$ cat src/rtl/fetch_unit.sv
// Instruction-fetch stage: reads opcode (and immediate for two-byte opcodes)
// over a byte-wide req/ack memory port and loads a registered decode slot.
// Optional feature macro: FETCH_STATS_EN (adds saturating stat counters).
//
// Ports:
//   clk, rst_n                  clock, async active-low reset
//   pc_in                       current PC from the PC unit
//   flush                       redirect; kills in-flight and buffered work
//   imem_req/addr/rdata/ack     instruction-memory byte port
//   fetch_stall                 low only in the advance cycle
//   instr_fetched               opcode delivered on advance, else op_q
//   id_valid/ready              decode slot handshake
//   id_instr/imm/two_byte/pc    decode slot payload
//   stat_instr, stat_flush      advance / flush counters (FETCH_STATS_EN only)
module fetch_unit #(
  parameter logic [3:0] OPCODE_2B = 4'hC
`ifdef FETCH_STATS_EN
  , parameter int unsigned STAT_W = 16
`endif
) (
  input  logic       clk,
  input  logic       rst_n,
  input  logic [7:0] pc_in,
  input  logic       flush,
  output logic       imem_req,
  output logic [7:0] imem_addr,
  input  logic [7:0] imem_rdata,
  input  logic       imem_ack,
  output logic       fetch_stall,
  output logic [7:0] instr_fetched,
  output logic       id_valid,
  input  logic       id_ready,
  output logic [7:0] id_instr,
  output logic [7:0] id_imm,
  output logic       id_two_byte,
  output logic [7:0] id_pc
`ifdef FETCH_STATS_EN
  , output logic [STAT_W-1:0] stat_instr
  , output logic [STAT_W-1:0] stat_flush
`endif
);

  localparam int unsigned AW = 8;
  localparam int unsigned DW = 8;

  typedef enum logic [1:0] {
    S_OP   = 2'd0,
    S_IMM  = 2'd1,
    S_HOLD = 2'd2
  } state_t;

  typedef struct packed {
    logic [DW-1:0] instr;
    logic [DW-1:0] imm;
    logic          two_byte;
    logic [AW-1:0] pc;
  } slot_t;

  state_t        state_q, state_d;
  logic [DW-1:0] op_q, op_d;
  logic [DW-1:0] imm_q, imm_d;
  slot_t         slot_q, slot_d;
  logic          id_valid_q, id_valid_d;

  logic          advance;
  logic          slot_free;
  logic          hold_two;
  slot_t         new_slot;

  // State register and decode slot
  always_ff @(posedge clk or negedge rst_n) begin
    if (!rst_n) begin
      state_q    <= S_OP;
      op_q       <= '0;
      imm_q      <= '0;
      slot_q     <= '0;
      id_valid_q <= 1'b0;
    end else begin
      state_q    <= state_d;
      op_q       <= op_d;
      imm_q      <= imm_d;
      slot_q     <= slot_d;
      id_valid_q <= id_valid_d;
    end
  end

  // Next-state, memory port and slot-load logic
  always_comb begin
    state_d    = state_q;
    op_d       = op_q;
    imm_d      = imm_q;
    slot_d     = slot_q;
    id_valid_d = id_valid_q;
    imem_req   = 1'b0;
    imem_addr  = pc_in;
    advance    = 1'b0;
    new_slot   = '0;
    slot_free  = !id_valid_q || id_ready;
    hold_two   = (op_q[7:4] == OPCODE_2B);

    case (state_q)
      S_OP: begin
        imem_req  = 1'b1;
        imem_addr = pc_in;
        if (imem_ack) begin
          if (imem_rdata[7:4] == OPCODE_2B) begin
            op_d    = imem_rdata;
            state_d = S_IMM;
          end else if (slot_free) begin
            advance  = 1'b1;
            new_slot = '{instr: imem_rdata, imm: '0, two_byte: 1'b0, pc: pc_in};
          end else begin
            op_d    = imem_rdata;
            state_d = S_HOLD;
          end
        end
      end
      S_IMM: begin
        imem_req  = 1'b1;
        imem_addr = pc_in + AW'(1);
        if (imem_ack) begin
          imm_d = imem_rdata;
          if (slot_free) begin
            advance  = 1'b1;
            new_slot = '{instr: op_q, imm: imem_rdata, two_byte: 1'b1, pc: pc_in};
            state_d  = S_OP;
          end else begin
            state_d = S_HOLD;
          end
        end
      end
      S_HOLD: begin
        // imm_q may be stale when a one-byte opcode is parked here
        if (slot_free) begin
          advance  = 1'b1;
          new_slot = '{instr: op_q, imm: hold_two ? imm_q : DW'(0),
                       two_byte: hold_two, pc: pc_in};
          state_d  = S_OP;
        end
      end
      default: state_d = S_OP;
    endcase

    // Flush overrides everything, including an ack in the same cycle
    if (flush) begin
      advance  = 1'b0;
      imem_req = 1'b0;
      state_d  = S_OP;
      op_d     = op_q;
      imm_d    = imm_q;
    end

    if (advance) begin
      slot_d     = new_slot;
      id_valid_d = 1'b1;
    end else if (flush || id_ready) begin
      id_valid_d = 1'b0;
    end
  end

  assign fetch_stall   = !advance;
  assign instr_fetched = advance ? new_slot.instr : op_q;
  assign id_valid      = id_valid_q;
  assign id_instr      = slot_q.instr;
  assign id_imm        = slot_q.imm;
  assign id_two_byte   = slot_q.two_byte;
  assign id_pc         = slot_q.pc;

`ifdef FETCH_STATS_EN
  logic [STAT_W-1:0] stat_instr_q, stat_instr_d;
  logic [STAT_W-1:0] stat_flush_q, stat_flush_d;

  // Saturating event counters
  always_comb begin
    stat_instr_d = stat_instr_q;
    stat_flush_d = stat_flush_q;
    if (advance && (stat_instr_q != '1)) stat_instr_d = stat_instr_q + STAT_W'(1);
    if (flush && (stat_flush_q != '1))   stat_flush_d = stat_flush_q + STAT_W'(1);
  end

  always_ff @(posedge clk or negedge rst_n) begin
    if (!rst_n) begin
      stat_instr_q <= '0;
      stat_flush_q <= '0;
    end else begin
      stat_instr_q <= stat_instr_d;
      stat_flush_q <= stat_flush_d;
    end
  end

  assign stat_instr = stat_instr_q;
  assign stat_flush = stat_flush_q;
`endif

endmodule

$ cat config.mk
export PLATFORM = sky130hd
export DESIGN_NAME = fetch_unit
export DESIGN_NICKNAME = d
export VERILOG_FILES = /design/src/rtl/fetch_unit.sv
export SDC_FILE = /design/constraint.sdc
export NUM_CORES = 1
export LEC_CHECK = 0
export ABC_AREA = 1
export BUFFER_PORTS_ARGS = -buffer_cell sky130_fd_sc_hd__clkbuf_2
export CORE_MARGIN = 10
export CORE_UTILIZATION = 54
export CTS_BUF_LIST = sky130_fd_sc_hd__clkbuf_8
export DETAILED_ROUTE_END_ITERATION = 10
export HOLD_SLACK_MARGIN = 0.15
export PLACE_DENSITY = 0.82
export SLEW_MARGIN = 20
export SYNTH_ARGS = -nofsm -noshare
export SYNTH_HDL_FRONTEND = slang
export SYNTH_SLANG_ARGS = --single-unit
$ cat constraint.sdc
create_clock -name clk -period 1.9 [get_ports clk]
set_clock_uncertainty 0.15 [all_clocks]
set_input_delay 0.38 -clock clk [delete_from_list [all_inputs] [get_ports clk]]
set_output_delay 0.38 -clock clk [all_outputs]
set_load 0.03 [all_outputs]
==> Word-level counts from Yosys, hierarchy flattened <==
Index checks and enable logic that the tools add are counted.
{ "word_totals": {"input_bits": 21, "register_bits": 44, "wordCells": 59, "out_inout_bits": 44} }
{ "classes": {"n_addsub": 1, "bitwise_logic": 1, "n_reduce_logical": 10, "n_eq_ne": 9, "muxes": 30} }
{ "ops": {"columns": ["cell", "count"], "rows": [
  ["two-way mux 25 bit", 6],
  ["case mux 25 bit (3 select lines)", 1],
  ["two-way mux 8 bit", 5],
  ["two-way mux 2 bit", 7],
  ["two-way mux 1 bit", 9],
  ["!= test 3 bit, second input constant", 3],
  ["adder 8 x 1 -> 8 bit, second input constant", 1],
  ["== test 4 bit, second input constant", 2],
  ["AND reduction 4 bit", 2],
  ["case mux 2 bit (3 select lines)", 1],
  ["!= test 4 bit, second input constant", 1],
  ["case mux 1 bit (3 select lines)", 1],
  ["AND reduction 3 bit", 1],
  ["== test 2 x 1 -> 1 bit, second input constant", 1],
  ["== test 2 bit, second input constant", 1],
  ["logical NOT 1 bit", 2],
  ["logical NOT 2 bit", 1],
  ["logical OR 1 bit", 2],
  ["!= test 2 x 1 -> 1 bit, second input constant", 1],
  ["nonzero test 2 bit", 1],
  ["OR reduction 2 bit", 1],
  ["NOT 1 bit", 1]
]} }

==> Longest topological paths before layout <==
{ "depth": {"ltp_word": 8, "mapped_depth": 9, "mapped_depth_nobuf": 9} }

==> Worst setup path before layout <==
OpenSTA, ideal clock, no wires.
{ "synth_path": {"kind": "reg-to-output", "from": "reg id_valid_q (netlist: id_valid)", "to": "out instr_fetched[5]", "required_time_ns": 1.370, "setup_slack_ns": -0.160, "path_buffers": 1, "path_stages_with_launch": 10, "t_arrival_ns": 1.530, "path_cell_list": "dfrtp_1 inv_1 nor2_2 nor2_2 nand2_2 nand2_4 nand2_4 buf_6 nand2_1 nand2_1"} }
{ "synth_between": {"elab_chain_len": 8, "elab_cells_between_ends": 16, "cone_classes": "mux: 14; reduce/logical: 2"} }
{ "synth_lines": {"columns": ["element", "line_no", "rtl"], "rows": [
  ["start, declared", "63", "logic id_valid_q, id_valid_d;"],
  ["start signal, assigned", "83", "id_valid_q <= id_valid_d;"],
  ["logical NOT 1 bit *", "98", "slot_free = !id_valid_q || id_ready;"],
  ["logical OR 1 bit *", "98", null],
  ["two-way mux 1 bit", "109, 123, 134", null],
  ["two-way mux 1 bit", "106", "if (imem_rdata[7:4] == OPCODE_2B) begin"],
  ["two-way mux 1 bit", "105", "if (imem_ack) begin"],
  ["case mux 1 bit (3 select lines)", "101", "case (state_q)"],
  ["two-way mux 1 bit", "145", "if (flush) begin"],
  ["two-way mux 8 bit *", "162", "assign instr_fetched = advance ? new_slot.instr : op_q;"],
  ["end, declared", "30", "output logic [7:0] instr_fetched,"]
]} }
Every way passes the cells marked *; elsewhere a longest branch is shown, timed or not.

==> Worst setup path in the final report <==
{ "layout_path": {"from": "reg state_q[1]", "to": "out instr_fetched[1]"} }
{ "layout_between": {"elab_chain_len": 4, "elab_cells_between_ends": 7, "cone_classes": "eq/ne: 2; mux: 4; reduce/logical: 1"} }
{ "layout_lines": {"columns": ["element", "line_no", "rtl"], "rows": [
  ["start, declared", "59", "state_t state_q, state_d;"],
  ["start signal, assigned", "79", "state_q <= state_d;"],
  ["== test 2 bit (tied with other cells)", "101", null],
  ["case mux 1 bit (3 select lines)", "101", null],
  ["two-way mux 1 bit", "145", null],
  ["two-way mux 8 bit *", "162", null]
]} }
Marked as above.

==> metrics.txt <==
initial antenna violation count 0; Netlist Area Pre-Place ~2400 sq um; Peak VDD IR 0.597 mV; starting DRC count in detailed routing between 300 and 400; cell taking the most area after synthesis dfrtp_1; Initial Util 0.553; fill count roughly 220; non-filler cells, final 505; Rows 24; post-route ant nets 0; worst slew margin relative to its limit 0.654; number of diodes 0; Final #Nets 474; Multi-input gate area 1330 sq um; most common cell after layout, fill and taps aside nand2_1; Reg power frac 0.355; drt drc 0; PnR worst setup slack -389 ps; clock buffer depth 2; Netlist cell types 21; clock sinks 44; Internal approximately 2.1 mW; global-route wire length before repair roughly 14,000 um; Critical Path Fanout Max 8; status complete, but fails checks; routed length per placed instance 17.8 um; Die ar. 7450 sq um; post-synthesis cell count 330; fin crit period 2290 ps; Hold Path Class input pin to register; HPWL after DPL a little over 5000 um; Slew Viols, Final 0; syn_area_per_cell between 7 and 8 sq um; Slew @ Worst Pin around 520 ps; setup TNS -5140 ps; # Max-Cap Violations 0; DR vias/cell 5.51; Comb pwr share 0.442; total power 3.60 mW; final hold vios 0; total CTS buffers 5; largest cells by area after synthesis dfrtp_1 (46%), nand2_1 (27%), nand3_1 (6.3%); CTS clk-pin slew, worst paths 90 ps; Register Area approximately 1100 sq um; htree depth 2; grt total ovfl 0; CTS root buf clkbuf_8; vias after detailed routing 2,783; post-synth top area share 0.464; Psw 1.46 mW; Pwr Density ~1000 nW/um^2; Data arrival, critical path 1760 ps; GP Congestion around 0.88; sw frac 0.407; part of the cycle the worst path needs 1.20; most frequent cells in the layout nand2_1 (141), buf_4 (51), clkbuf_2 (47); number of global-route vias before repair 2,892; Die Ht between 80 and 90 um; critical path launch point type register; core area 4290 sq um; syn_nets 352; CTS tree built; Synth warnings 0; CP max stage delay 450 ps; failing checks negative setup slack; CP max stage cell dfrtp_2; final hold slack 175 ps; final WL 9010 um; final setup fails 19; largest net degree at the start of global routing 27; crit-path cells inv_2, nand2_4, nor2_4, nand2_4, a21oi_4, buf_12, nand2_2, nand2_2, buf_8; Die X approximately 86 um; drt pass-1 iters 5; max frequency 0.437 GHz; Worst R2R Setup Slack -10 ps; GRT Overall Usage 0.229; clk_lat worst skew 310 ps; critical path class register to output pin; Seq cells post-synth 44; clock power share 0.203; PortBufs 64; Lkg Pwr 2.10 nW; Final Util 0.856; area growth from synthesis to final layout 54.7%; ratio of cells with drive above 1 in the final layout 0.411; element type at the critical path end output pin; Placed Cells 485; CP required 1370 ps; I/O Pins 65; sequential cell area fraction in the yosys report 0.464; RSZ-0062 raised after global routing yes
==> synthesized netlist by cell type <==
master / n
ha_1: 1
nor2_1: 11
nand2_2: 2
a21oi_1: 1
clkbuf_1: 3
nand3b_1: 1
nand2_4: 2
nor2_2: 3
nand3_1: 30
nor2_4: 1
a21oi_4: 1
nor3_2: 1
nand4_1: 3
xor2_1: 5
nand2_1: 172
inv_2: 2
inv_1: 22
buf_6: 5
nor3_1: 3
o21ai_0: 17
dfrtp_1: 44
==> worst max-delay path, delay by kind of cell (launching register included) <==
| family | cells | cell delay, ps |
|---|---|---|
| and+or+nand+nor | 5 | 430 |
| buffers and inverters | 3 | 370 |
| AOI/OAI and AO/OA | 1 | 180 |
| DFF | 1 | 450 |
==> cell families after synthesis <==
group | count (synthesis) | synth area share
compound gates | 19 | 0.0448
xor+xnor | 5 | 0.0184
fa+ha+maj | 1 | 0.00527
buf+inv | 32 | 0.0664
flops | 44 | 0.464
simple gates | 229 | 0.401
==> per-stage QoR <==
step,cell area [sq um],setup slack [ps]
detailed placement,3110,-121
global route,3670,-492
global placement,3110,-85.4
CTS,3530,-340
floorplan,2400,-73.6
finish,3670,-389
==> sequential cells by signal, indices dropped and copies added, names as in the netlist <==
name / cells
id_imm: 8
id_two_byte: 1
id_valid: 1
state_q: 2
imm_q: 8
id_pc: 8
id_instr: 8
op_q: 8
==> per-layer routing <==
metal / track usage / wire length, um
met5: 0 / 0
met4: 0.144 / 474
met3: 0.0685 / 787
met2: 0.395 / 4600
met1: 0.239 / 3150
==> repair_timing <==
item | CTS | global route
gates cloned | 1 | 1
hold buffers | 1 | 0
setup buffers | 6 | 3
endpoints found under the setup margin | 17 | 17
endpoints found under the hold margin | 18 | 0
pin swaps | 8 | 8
gates resized for setup | 59 | 39
==> power groups by stage <==
stage / clock (mW) / sequential [mW] / combinational [mW]
after detailed placement: 0 / 1.28 / 1.24
after CTS: 0.733 / 1.26 / 1.44
final: 0.729 / 1.28 / 1.59
after floorplan: 0 / 1.46 / 0.589
after global placement: 0 / 1.27 / 1.21
after global routing: 0.776 / 1.29 / 1.71
==> cell type report <==
type	instances	share of cell area
clock buffer	5	0.0187
clock inverter	3	0.0106
inverter	24	0.0245
multi-input combinational	255	0.362
sequential	44	0.300
tap	52	0.0177
timing repair buffer	122	0.267
==> final timing paths <==
| kind | cells after the start | from | endpoint |
|---|---|---|---|
| max | 9 | state_q[1] | instr_fetched[1] |
| min | 3 | pc_in[5] | id_pc[5] |
| max reg2reg | 11 | state_q[0] | id_imm[4] |
| min reg2reg | 2 | id_pc[4] | id_pc[4] |
| max in group asynchronous | 3 | rst_n | id_valid |
| min in group asynchronous | 2 | rst_n | id_imm[3] |
No activity file was read; power rests on OpenSTA's default activity.
